==> src/rtl/spi_reg_bank_sync_if.sv <==
// -----------------------------------------------------------------------------
// spi_reg_bank_sync_if
// MCU-side SPI pin bundle for the clock-domain register bank.
//   master : MCU / bench side   (drives spi_clk, spi_cs, spi_special, spi_mosi)
//   slave  : register bank side (drives spi_miso)
// -----------------------------------------------------------------------------
interface spi_reg_bank_sync_if;
  logic spi_clk;
  logic spi_cs;
  logic spi_special;
  logic spi_mosi;
  logic spi_miso;

  modport master (output spi_clk, output spi_cs, output spi_special,
                  output spi_mosi, input spi_miso);
  modport slave  (input spi_clk, input spi_cs, input spi_special,
                  input spi_mosi, output spi_miso);
endinterface

==> src/rtl/spi_reg_bank_sync.sv <==
// -----------------------------------------------------------------------------
// spi_reg_bank_sync
// SPI register bank running entirely in the system clock domain. The SPI pins
// are oversampled, frames of {addr[7:0], clear[W-1:0], set[W-1:0]} are decoded
// and per-bit set/clear/toggle updates are applied to NREGS W-bit registers.
// The addressed register is shifted back on MISO during the data phase.
// Ports:
//   clk, rst_n  : system clock, asynchronous active-low reset
//   spi         : SPI pin bundle (slave modport)
//   regs_out    : flattened register contents, register i at [i*W +: W]
//   wr_strobe   : one-cycle pulse when a commit or soft reset changes state
//   wr_addr     : address of the last committed frame
//   frame_err   : one-cycle pulse on a selected frame with a wrong bit count
// -----------------------------------------------------------------------------
module spi_reg_bank_sync #(
  parameter int                   W             = 4,
  parameter int                   NREGS         = 13,
  parameter int                   BASE_ADDR     = 7,
  parameter int                   SOFT_RST_ADDR = 6,
  parameter logic [NREGS*W-1:0]   RESET_VAL     = {(NREGS*W){1'b0}}
) (
  input  logic                    clk,
  input  logic                    rst_n,
  spi_reg_bank_sync_if.slave      spi,
  output logic [NREGS*W-1:0]      regs_out,
  output logic                    wr_strobe,
  output logic [7:0]              wr_addr,
  output logic                    frame_err
);

  localparam int F   = 8 + 2*W;
  localparam int DW  = 2*W;
  localparam int SHW = (DW > 8) ? DW : 8;

  typedef enum logic [1:0] {IDLE = 2'd0, ADDR = 2'd1, DATA = 2'd2} state_t;

  // Set/clear/toggle/hold per bit: s&~c sets, ~s&c clears, s&c toggles.
  function automatic logic [W-1:0] apply_update(input logic [W-1:0] old_v,
                                                input logic [W-1:0] s_v,
                                                input logic [W-1:0] c_v);
    return ((old_v | s_v) & ~c_v) | (s_v & c_v & ~old_v);
  endfunction

  // Synchroniser stages: [0] first FF, [1] second FF, [2] edge-detect history.
  logic [2:0]     sck_sync_r, cs_sync_r;
  logic [1:0]     sel_sync_r, mosi_sync_r;
  logic           sck_rise_r, sck_fall_r, cs_rise_r, cs_fall_r;
  logic           mosi_d_r, sel_d_r, cs_d_r;

  state_t         state_r;
  logic [7:0]     bit_cnt_r, bit_cnt_nx_s;
  logic [SHW-1:0] shift_r, shift_nx_s;
  logic [7:0]     addr_r;
  logic [DW-1:0]  rb_r;
  logic           miso_r;
  logic [W-1:0]   regs_r [NREGS];
  logic [W-1:0]   new_s  [NREGS];
  logic [W-1:0]   rd_val_s;
  logic           change_s;
  logic           wr_strobe_r, frame_err_r;
  logic [7:0]     wr_addr_r;

  // Pin synchronisers plus registered edge pulses aligned with sampled data.
  always_ff @(posedge clk or negedge rst_n) begin
    if (!rst_n) begin
      sck_sync_r  <= 3'b000;
      cs_sync_r   <= 3'b000;
      sel_sync_r  <= 2'b00;
      mosi_sync_r <= 2'b00;
      sck_rise_r  <= 1'b0;
      sck_fall_r  <= 1'b0;
      cs_rise_r   <= 1'b0;
      cs_fall_r   <= 1'b0;
      mosi_d_r    <= 1'b0;
      sel_d_r     <= 1'b0;
      cs_d_r      <= 1'b0;
    end else begin
      sck_sync_r  <= {sck_sync_r[1:0], spi.spi_clk};
      cs_sync_r   <= {cs_sync_r[1:0], spi.spi_cs};
      sel_sync_r  <= {sel_sync_r[0], spi.spi_special};
      mosi_sync_r <= {mosi_sync_r[0], spi.spi_mosi};
      sck_rise_r  <= sck_sync_r[1] & ~sck_sync_r[2];
      sck_fall_r  <= ~sck_sync_r[1] & sck_sync_r[2];
      cs_rise_r   <= cs_sync_r[1] & ~cs_sync_r[2];
      cs_fall_r   <= ~cs_sync_r[1] & cs_sync_r[2];
      mosi_d_r    <= mosi_sync_r[1];
      sel_d_r     <= sel_sync_r[1];
      cs_d_r      <= cs_sync_r[1];
    end
  end

  // Bit shifted in this cycle is folded in before the frame-end check, so a
  // coincident spi_clk rise and spi_cs rise counts the bit first.
  always_comb begin
    bit_cnt_nx_s = bit_cnt_r;
    shift_nx_s   = shift_r;
    if (sck_rise_r && (state_r != IDLE)) begin
      bit_cnt_nx_s = (bit_cnt_r == 8'd255) ? 8'd255 : bit_cnt_r + 8'd1;
      shift_nx_s   = {shift_r[SHW-2:0], mosi_d_r};
    end else begin
      bit_cnt_nx_s = bit_cnt_r;
    end
  end

  // Readback lookup for the address completing this cycle, and commit values.
  always_comb begin
    rd_val_s = {W{1'b0}};
    change_s = 1'b0;
    for (int i = 0; i < NREGS; i++) begin
      rd_val_s = (shift_nx_s[7:0] == 8'(BASE_ADDR + i)) ? regs_r[i] : rd_val_s;
      new_s[i] = (addr_r == 8'(BASE_ADDR + i)) ?
                 apply_update(regs_r[i], shift_nx_s[W-1:0], shift_nx_s[DW-1:W]) :
                 regs_r[i];
      change_s = change_s | (new_s[i] != regs_r[i]);
    end
  end

  // Frame FSM, register file, MISO shifter and output pulses.
  always_ff @(posedge clk or negedge rst_n) begin
    if (!rst_n) begin
      state_r     <= IDLE;
      bit_cnt_r   <= 8'd0;
      shift_r     <= {SHW{1'b0}};
      addr_r      <= 8'd0;
      rb_r        <= {DW{1'b0}};
      miso_r      <= 1'b0;
      wr_strobe_r <= 1'b0;
      frame_err_r <= 1'b0;
      wr_addr_r   <= 8'd0;
      for (int i = 0; i < NREGS; i++) begin
        regs_r[i] <= RESET_VAL[i*W +: W];
      end
    end else begin
      wr_strobe_r <= 1'b0;
      frame_err_r <= 1'b0;
      bit_cnt_r   <= bit_cnt_nx_s;
      shift_r     <= shift_nx_s;

      // MISO only drives readback while selected and in the data phase.
      if (cs_d_r || (state_r != DATA)) begin
        miso_r <= 1'b0;
      end else if (sck_fall_r) begin
        miso_r <= rb_r[DW-1];
        rb_r   <= {rb_r[DW-2:0], 1'b0};
      end

      case (state_r)
        IDLE: begin
          if (cs_fall_r && !sel_d_r) begin
            state_r   <= ADDR;
            bit_cnt_r <= 8'd0;
            shift_r   <= {SHW{1'b0}};
          end
        end
        ADDR: begin
          if (cs_rise_r) begin
            frame_err_r <= 1'b1;
            state_r     <= IDLE;
          end else if (bit_cnt_nx_s == 8'd8) begin
            addr_r  <= shift_nx_s[7:0];
            rb_r    <= {rd_val_s, {W{1'b0}}};
            state_r <= DATA;
          end
        end
        DATA: begin
          if (cs_rise_r) begin
            if (bit_cnt_nx_s == 8'(F)) begin
              if (addr_r == 8'(SOFT_RST_ADDR)) begin
                for (int i = 0; i < NREGS; i++) begin
                  regs_r[i] <= RESET_VAL[i*W +: W];
                end
                wr_strobe_r <= 1'b1;
                wr_addr_r   <= 8'(SOFT_RST_ADDR);
              end else if (change_s) begin
                for (int i = 0; i < NREGS; i++) begin
                  regs_r[i] <= new_s[i];
                end
                wr_strobe_r <= 1'b1;
                wr_addr_r   <= addr_r;
              end
            end else begin
              frame_err_r <= 1'b1;
            end
            state_r <= IDLE;
          end
        end
        default: state_r <= IDLE;
      endcase
    end
  end

  for (genvar g = 0; g < NREGS; g++) begin : g_out
    assign regs_out[g*W +: W] = regs_r[g];
  end

  assign spi.spi_miso = miso_r;
  assign wr_strobe    = wr_strobe_r;
  assign wr_addr      = wr_addr_r;
  assign frame_err    = frame_err_r;

endmodule

==> src/flat_wrapper.sv <==
// flat-port wrapper written by rule: the top's interface ports become plain ports
module spi_reg_bank_sync_flat 
#(
  parameter int                   W             = 4,
  parameter int                   NREGS         = 13,
  parameter int                   BASE_ADDR     = 7,
  parameter int                   SOFT_RST_ADDR = 6,
  parameter logic [NREGS*W-1:0]   RESET_VAL     = {(NREGS*W){1'b0}}
)
  (clk, rst_n, regs_out, wr_strobe, wr_addr, frame_err, spi_spi_clk, spi_spi_cs, spi_spi_special, spi_spi_mosi, spi_spi_miso);
  spi_reg_bank_sync_if spi_i ();
  input  logic clk;
  input  logic rst_n;
  output logic [NREGS*W-1:0] regs_out;
  output logic wr_strobe;
  output logic [7:0] wr_addr;
  output logic frame_err;
  input wire logic [$bits(spi_i.spi_clk)-1:0] spi_spi_clk;
  input wire logic [$bits(spi_i.spi_cs)-1:0] spi_spi_cs;
  input wire logic [$bits(spi_i.spi_special)-1:0] spi_spi_special;
  input wire logic [$bits(spi_i.spi_mosi)-1:0] spi_spi_mosi;
  output wire logic [$bits(spi_i.spi_miso)-1:0] spi_spi_miso;
  assign spi_i.spi_clk = spi_spi_clk;
  assign spi_i.spi_cs = spi_spi_cs;
  assign spi_i.spi_special = spi_spi_special;
  assign spi_i.spi_mosi = spi_spi_mosi;
  assign spi_spi_miso = spi_i.spi_miso;
  spi_reg_bank_sync #(.W(W), .NREGS(NREGS), .BASE_ADDR(BASE_ADDR), .SOFT_RST_ADDR(SOFT_RST_ADDR), .RESET_VAL(RESET_VAL)) u_core (.clk(clk), .rst_n(rst_n), .spi(spi_i), .regs_out(regs_out), .wr_strobe(wr_strobe), .wr_addr(wr_addr), .frame_err(frame_err));
endmodule
==> config.mk <==
export PLATFORM = sky130hd
export DESIGN_NAME = spi_reg_bank_sync_flat
export DESIGN_NICKNAME = d
export VERILOG_FILES = /design/src/rtl/spi_reg_bank_sync_if.sv /design/src/rtl/spi_reg_bank_sync.sv /design/src/flat_wrapper.sv
export SDC_FILE = /design/constraint.sdc
export NUM_CORES = 1
export LEC_CHECK = 0
export BUFFER_PORTS_ARGS = -buffer_cell sky130_fd_sc_hd__buf_4
export CORE_UTILIZATION = 45
export CTS_CLUSTER_DIAMETER = 80
export CTS_CLUSTER_SIZE = 14
export DETAILED_ROUTE_END_ITERATION = 6
export GPL_TIMING_DRIVEN = 0
export PLACE_DENSITY = 0.66
export SLEW_MARGIN = 40
export SYNTH_ARGS = -nofsm -noshare
export SYNTH_HDL_FRONTEND = slang
export SYNTH_SLANG_ARGS = --single-unit
export TNS_END_PERCENT = 30
==> constraint.sdc <==
create_clock -name clk -period 3.35 [get_ports clk]
set_clock_uncertainty 0.2 [all_clocks]
set_input_delay 0.335 -clock clk [delete_from_list [all_inputs] [get_ports clk]]
set_output_delay 0.335 -clock clk [all_outputs]
set_load 0.02 [all_outputs]
==> results of run 1 <==
[critical path: stages (launching register included)]
cell and delay (ps):
dfrtp_1 370, inv_2 70, ha_4 170, buf_6 120
nor2b_1 100, buf_4 160, buf_8 130, mux2_4 330
buf_12 150, mux2i_1 120, o22ai_1 100, a222oi_1 340
nand4_1 230, o21ai_4 250, buf_8 190, mux2_4 310
[cell families after synthesis]
kind of cell | count (synthesis) | synth area share, %
AND/OR/NAND/NOR | 325 | 21.1
buffers and inverters | 82 | 5.02
AO/OA/AOI/OAI | 263 | 25.8
multiplexers | 49 | 7.36
XOR/XNOR | 4 | 0.490
flip-flops | 113 | 39.5
adder cells (fa/ha/maj) | 4 | 0.699
[final cells by class]
type                       count  share of cell area [%]
clock inverter                15                    2.64
tap                          211                    2.84
timing repair buffer         108                    10.1
multi-input combinational    646                    44.8
sequential                   113                    30.4
inverter                      20                   0.807
clock buffer                  17                    4.57
buffer                        61                    3.82
[per-layer routing]
metal	share of wire (%)	wire (um)	GRT usage [%]
met3	10	2890	7.64
met1	41	11900	48.4
met4	5.4	1550	17.9
met5	0	0	0
met2	43	12400	52.0
[sequential cells by signal (all words and copies together), names as in the netlist, 2 cells and up]
name and flops:
u_core.regs_out 52, u_core.addr_r 8, u_core.bit_cnt_r 8, u_core.rb_r 8, u_core.shift_r 8, u_core.wr_addr 8
u_core.sck_sync_r 3, u_core.cs_sync_r 2, u_core.mosi_sync_r 2, u_core.sel_sync_r 2, u_core.state_r 2
[worst min-delay path by stage]
| stage | startpoint | end | cells past startpoint |
|---|---|---|---|
| 4_1_cts | u_core.cs_sync_r[0]$_DFF_PN0_ | u_core.cs_sync_r[1]$_DFF_PN0_ | 0 |
| 6_report | u_core.cs_sync_r[0]$_DFF_PN0_ | u_core.cs_sync_r[1]$_DFF_PN0_ | 0 |
| 3_5_place_dp | rst_n | u_core.bit_cnt_r[6]$_DFF_PN0_ | 1 |
| 2_1_floorplan | rst_n | u_core.addr_r[0]$_DFFE_PN0P_ | 0 |
| 5_1_grt | u_core.mosi_sync_r[1]$_DFF_PN0_ | u_core.mosi_d_r$_DFF_PN0_ | 0 |
| 3_3_place_gp | u_core.sel_sync_r[0]$_DFF_PN0_ | u_core.sel_sync_r[1]$_DFF_PN0_ | 0 |
[power groups by stage]
stage	sequential [uW]	combinational, uW	clock, uW
finish	1460	1070	2090
CTS	1430	961	2100
floorplan	1450	582	0
global placement	1450	842	0
detailed placement	1450	850	0
global route	1460	1140	2170
[stage by stage]
step                      TNS (ps)  hold WS (ps)  instances  power (uW)
final                        -3670           147       1191        4630
after global routing        -15600           161       1191        4770
after CTS                     -453           148       1174        4490
after detailed placement    -32580          62.5       1120        2300
after global placement      -34230           133       1119        2300
after floorplan                  0          -161        840        2030
[synthesized netlist by cell type, drive strengths merged, types with 4 or more instances]
library cell and count:
a211oi 5, a21o 4, a21oi 31, a221oi 6, a2bb2oi 4, a31oi 11, a32oi 4, and2 14
and3 5, buf 24, clkbuf 38, dfrtp 113, ha 4, inv 19, mux2 16, mux2i 33
nand2 125, nand2b 6, nand3 11, nand3b 5, nand4 7, nor2 88, nor2b 13, nor3 21
nor3b 6, nor4 8, o211ai 8, o21ai 80, o22a 45, o22ai 9, o31ai 4, o32ai 4
or2 4
[what timing repair did]
| action | in CTS | in global routing |
|---|---|---|
| cloned | 0 | 3 |
| pin swaps | 9 | 8 |
| setup endpoints to repair | 65 | 65 |
| buffers inserted | 17 | 15 |
| endpoints found under the hold margin | 51 | 0 |
| hold buffers | 5 | 0 |
| gates resized for setup | 41 | 37 |
==> out/qor.csv, run 1 <==
metric,value,unit
Post-Route WL,28.7,mm
CTS Buffer Depth,2,
Avg Vias per Cell,6.38,
"Req. time, crit path",3460,ps
largest net degree at the start of global routing,67,
# DRC,5,
antenna-violating nets left,0,
final worst path period share,104,%
Starting Density,46.6,%
switching share of power,31.7,%
dpl cell area,7970,sq um
Worst Setup End Kind,flip-flop,
starting DRC count in detailed routing,1096,
most frequent cells in the layout,"122 x nand2_1, 113 x dfrtp_1, 100 x buf_4, 87 x nor2_1, 75 x o21ai_0",
GRT Overall Usage,35.2,%
part of the power in registers,31.5,%
initial antenna violation count,0,
root buf cell,clkbuf_16,
die height,128,um
crit path max fanout,7,
Crit Path Class,reg2reg,
status,finished with violations,
Core Area,15400,sq um
# IOs,69,
Post-synth EDFFs,0,
fin crit period,3470,ps
fraction of layout cells with a size suffix above 1,22.2,%
# diodes,0,
LEAKAGE,0.00394,uW
routed len/inst,24.1,um
die span in x,128,um
top cell type's share of synthesized area,39.5,%
Netlist cell types,80,
"commonest non-fill, non-tap cell in the layout",nand2_1,
IO Port Bufs,68,
CP arrival,3590,ps
1st-pass router iterations,7,
Final Util,60.5,%
Slew @ Worst Pin,759,ps
Pins Over Slew Limit,0,
"area leader, netlist",dfrtp_1,
GPL Wtd Cong,1.03,
Net Switching,1460,uW
Worst setup endpoint,u_core.wr_addr[0]$_DFFE_PN0P_,
vias in the first global route,7145,
synthesis warning total,0,
syn nets,850,
grt total ovfl,0,
worst skew pair latency,430,ps
fmax,288,MHz
CTS sink cnt,113,
H-Tree Depth,4,
reg-to-reg critical path endpoint,u_core.wr_addr[0]$_DFFE_PN0P_,
final-report setup violation count,60,
CTS buffer count,17,
Yosys reg bits,113,
Cells after Synth,840,
max_cap viols,0,
failing checks,"design-rule violations, negative setup slack",
combinational share of power,23.2,%
Vias,7604,
fill cell count,1358,
clock-pin transition on the worst setup and hold timing paths,60,ps
unrepaired setup endpoints after global routing,yes,
pwr dens,497,nW/um^2
Worst R2R Path Depth,15,
row count,45,
first-pass GRT wire length,42.5,mm
sequential share of the synthesized area,39.5,%
"top cells by area, synth","dfrtp_1 40%, nand2_1 6.6%, o22a_1 5.5%",
startpoint types,flip-flop,
ys async rst share,100,%
syn avg cell area,8.52,sq um
ys flop type,dfrtp_1,
nets@finish,977,
final worst slack,-124,ps
TritonCTS clock tree,built,
Netlist Area Pre-Place,7160,sq um
R2R Path Start,u_core.state_r[1]$_DFFE_PN0P_,
"Design Area, Final",9300,sq um
FF/Latch Area,2830,sq um
Clock Power Share,45.3,%
Hold Fails Final Rpt,0,
hpwl dp,19.4,mm
type of the worst min-delay path,reg2reg,
Rel. slew slack,49.4,%
critical path startpoint,u_core.state_r[1]$_DFFE_PN0P_,
worst vdd ir,0.396,mV
full die area,16400,sq um
R2R Setup Slk,-120,ps
area grow syn2layout,30.0,%
Internal,3160,uW
area occupied by multi-input gates,4170,sq um
pre-CTS setup slack,-684,ps
No activity file was read; power rests on OpenSTA's default activity.
==> run 2: changes to the inputs <==
GPL_TIMING_DRIVEN = default   (was 0)
==> run 2 against run 1 <==
The flow now finishes without violations. Via count rose by 0.18%. Critical path depth fell by 2. Utilization up 1.2 points. Critical path type unchanged. Largest cell class unchanged. Highest routed layer unchanged.
==> out/qor.csv, run 2 (synthesized netlist as in run 1, its figures left out) <==
metric,value,unit,change
status,"finished, final reports clean",,
GRT Overall Usage,35.0,%,-0.25 points
grt total ovfl,0,,unchanged
Avg Vias per Cell,6.29,,-1.6%
vias in the first global route,7082,,-0.88%
Starting Density,46.6,%,unchanged
# DRC,0,,-5
WHS Path Cells,0,,unchanged
Worst R2R Path Depth,13,,-2
TritonCTS clock tree,built,,
antenna-violating nets left,0,,unchanged
full die area,16400,sq um,unchanged
Worst Setup End Kind,flip-flop,,
CTS buffer count,17,,unchanged
nets@finish,998,,+2.1%
worst skew pair latency,430,ps,about the same
worst vdd ir,0.371,mV,-6.5%
1st-pass router iterations,6,,-1
row count,45,,unchanged
Post-Route WL,27.8,mm,-3.1%
"Req. time, crit path",3460,ps,about the same
Pwr Total,4510,uW,-2.5%
type of the worst min-delay path,reg2reg,,
Core Area,15400,sq um,unchanged
IO Port Bufs,68,,unchanged
worst path bufs/invs,4,,-2
fraction of layout cells with a size suffix above 1,26.3,%,+4.0 points
die height,128,um,unchanged
fin crit period,3300,ps,-173 ps
Hold Fails Final Rpt,0,,unchanged
Top delay family on crit path,compound AO/OA/AOI/OAI gates,,
fill cell count,1336,,-1.6%
unrepaired setup endpoints after global routing,yes,,
final worst slack,49.1,ps,+173 ps
met2 Resource Use GR,53.4,%,+1.3 points
clock-pin transition on the worst setup and hold timing paths,60,ps,about the same
Crit-path slowest cell,a222oi_1,,
largest net degree at the start of global routing,69,,+3.0%
Vias,7618,,+0.18%
crit path max fanout,6,,-1
Pins Over Slew Limit,0,,unchanged
Rel. slew slack,57.0,%,+7.6 points
most frequent cells in the layout,"165 x buf_4, 124 x nand2_1, 113 x dfrtp_1, 88 x nor2_1, 74 x o21ai_0",,
Global Route met1 Usage,47.6,%,-0.88 points
# diodes,0,,unchanged
fmax,303,MHz,+5.3%
CTS Buffer Depth,2,,unchanged
starting DRC count in detailed routing,973,,-11%
Placed Instances,1158,,+3.4%
Slew @ Worst Pin,644,ps,-114 ps
Largest register FFs,52,,unchanged
pwr dens,476,nW/um^2,-4.4%
CP arrival,3410,ps,-180 ps
die span in x,128,um,unchanged
hpwl dp,19.0,mm,-1.8%
area grow syn2layout,32.6,%,
GRT Max-Usage Layer,met2,,
max_cap viols,0,,unchanged
GPL Wtd Cong,1.01,,-2.3%
final-report setup violation count,0,,-100%
LEAKAGE,0.00414,uW,+5.0%
routed len/inst,22.9,um,-4.8%
root buf cell,clkbuf_16,,
critical path cell sequence,inv_2 > ha_4 > buf_6 > nor2b_4 > buf_6 > mux2_4 > a222oi_1 > o21ai_1 > nor3_2 > nand4_1 > o21ai_4 > buf_12 > mux2_4,,
Min Hold Slack,150,ps,+2.67 ps
# IOs,69,,unchanged
pre-CTS setup slack,-201,ps,+483 ps
Max stage delay on crit path,450,ps,+80 ps
CTS sink cnt,113,,unchanged
met3 usage,8.81,%,+1.2 points
H-Tree Depth,4,,unchanged
first-pass GRT wire length,42.6,mm,+0.21%
Crit Path Class,reg2reg,,
startpoint types,flip-flop,,
final worst path period share,98.5,%,-5.2 points
fin cells,1212,,+1.8%
initial antenna violation count,0,,unchanged
"commonest non-fill, non-tap cell in the layout",buf_4,,
WP depth,13,,-2
==> run 2: per-stage QoR <==
stage               setup TNS [ps]  cell area [sq um]  utilization (%)
floorplan                        0               7160                -
detailed placement           -3190               8480             55.2
finish                           0               9490             61.7
CTS                              0               9340             60.7
global placement             -1520               8470             55.1
global route                  -369               9490             61.7
==> run 2: routing by layer <==
metal / wire (um) / vias to the layer above
met4: 1030 / 0
met2: 12500 / 477
met3: 2720 / 75
met5: 0 / -
li1: - / 3379
met1: 11600 / 3687
==> run 2: final timing paths <==
path	from	end	slack [ps]
setup / recovery	u_core.state_r[0]$_DFFE_PN0P_	u_core.wr_addr[4]$_DFFE_PN0P_	50
hold / removal	u_core.sel_sync_r[0]$_DFF_PN0_	u_core.sel_sync_r[1]$_DFF_PN0_	150
setup reg to reg	u_core.state_r[0]$_DFFE_PN0P_	u_core.wr_addr[4]$_DFFE_PN0P_	50
hold reg to reg	u_core.sel_sync_r[0]$_DFF_PN0_	u_core.sel_sync_r[1]$_DFF_PN0_	150
max in group asynchronous	rst_n	u_core.wr_addr[0]$_DFFE_PN0P_	1980
min in group asynchronous	rst_n	u_core.bit_cnt_r[6]$_DFF_PN0_	280
==> run 2: final cells by class <==
cell class,count,area [sq um],share of cell area (%)
Tap cell,211,264,2.78
Sequential cell,113,2830,29.8
Multi-Input combinational cell,645,4100,43.2
Inverter,20,75.1,0.791
Clock inverter,15,195,2.06
Clock buffer,17,425,4.48
Timing Repair Buffer,191,1600,16.9
==> run 2: report_power, final <==
part	leakage [uW]	switching, uW	internal [uW]	total, uW
logic	0.00230	644	477	1120
registers	0.00154	43.9	1410	1450
clock network	0.000303	748	1190	1940
total	0.00414	1440	3080	4510
==> run 2: what timing repair did <==
| item | CTS | global route |
|---|---|---|
| hold buffers | 5 | 0 |
| setup endpoints to repair | 57 | 62 |
| pin swaps | 9 | 9 |
| gates cloned | 2 | 0 |
| setup buffers | 10 | 7 |
| hold endpoints to repair | 71 | 0 |
| resized for setup | 15 | 31 |
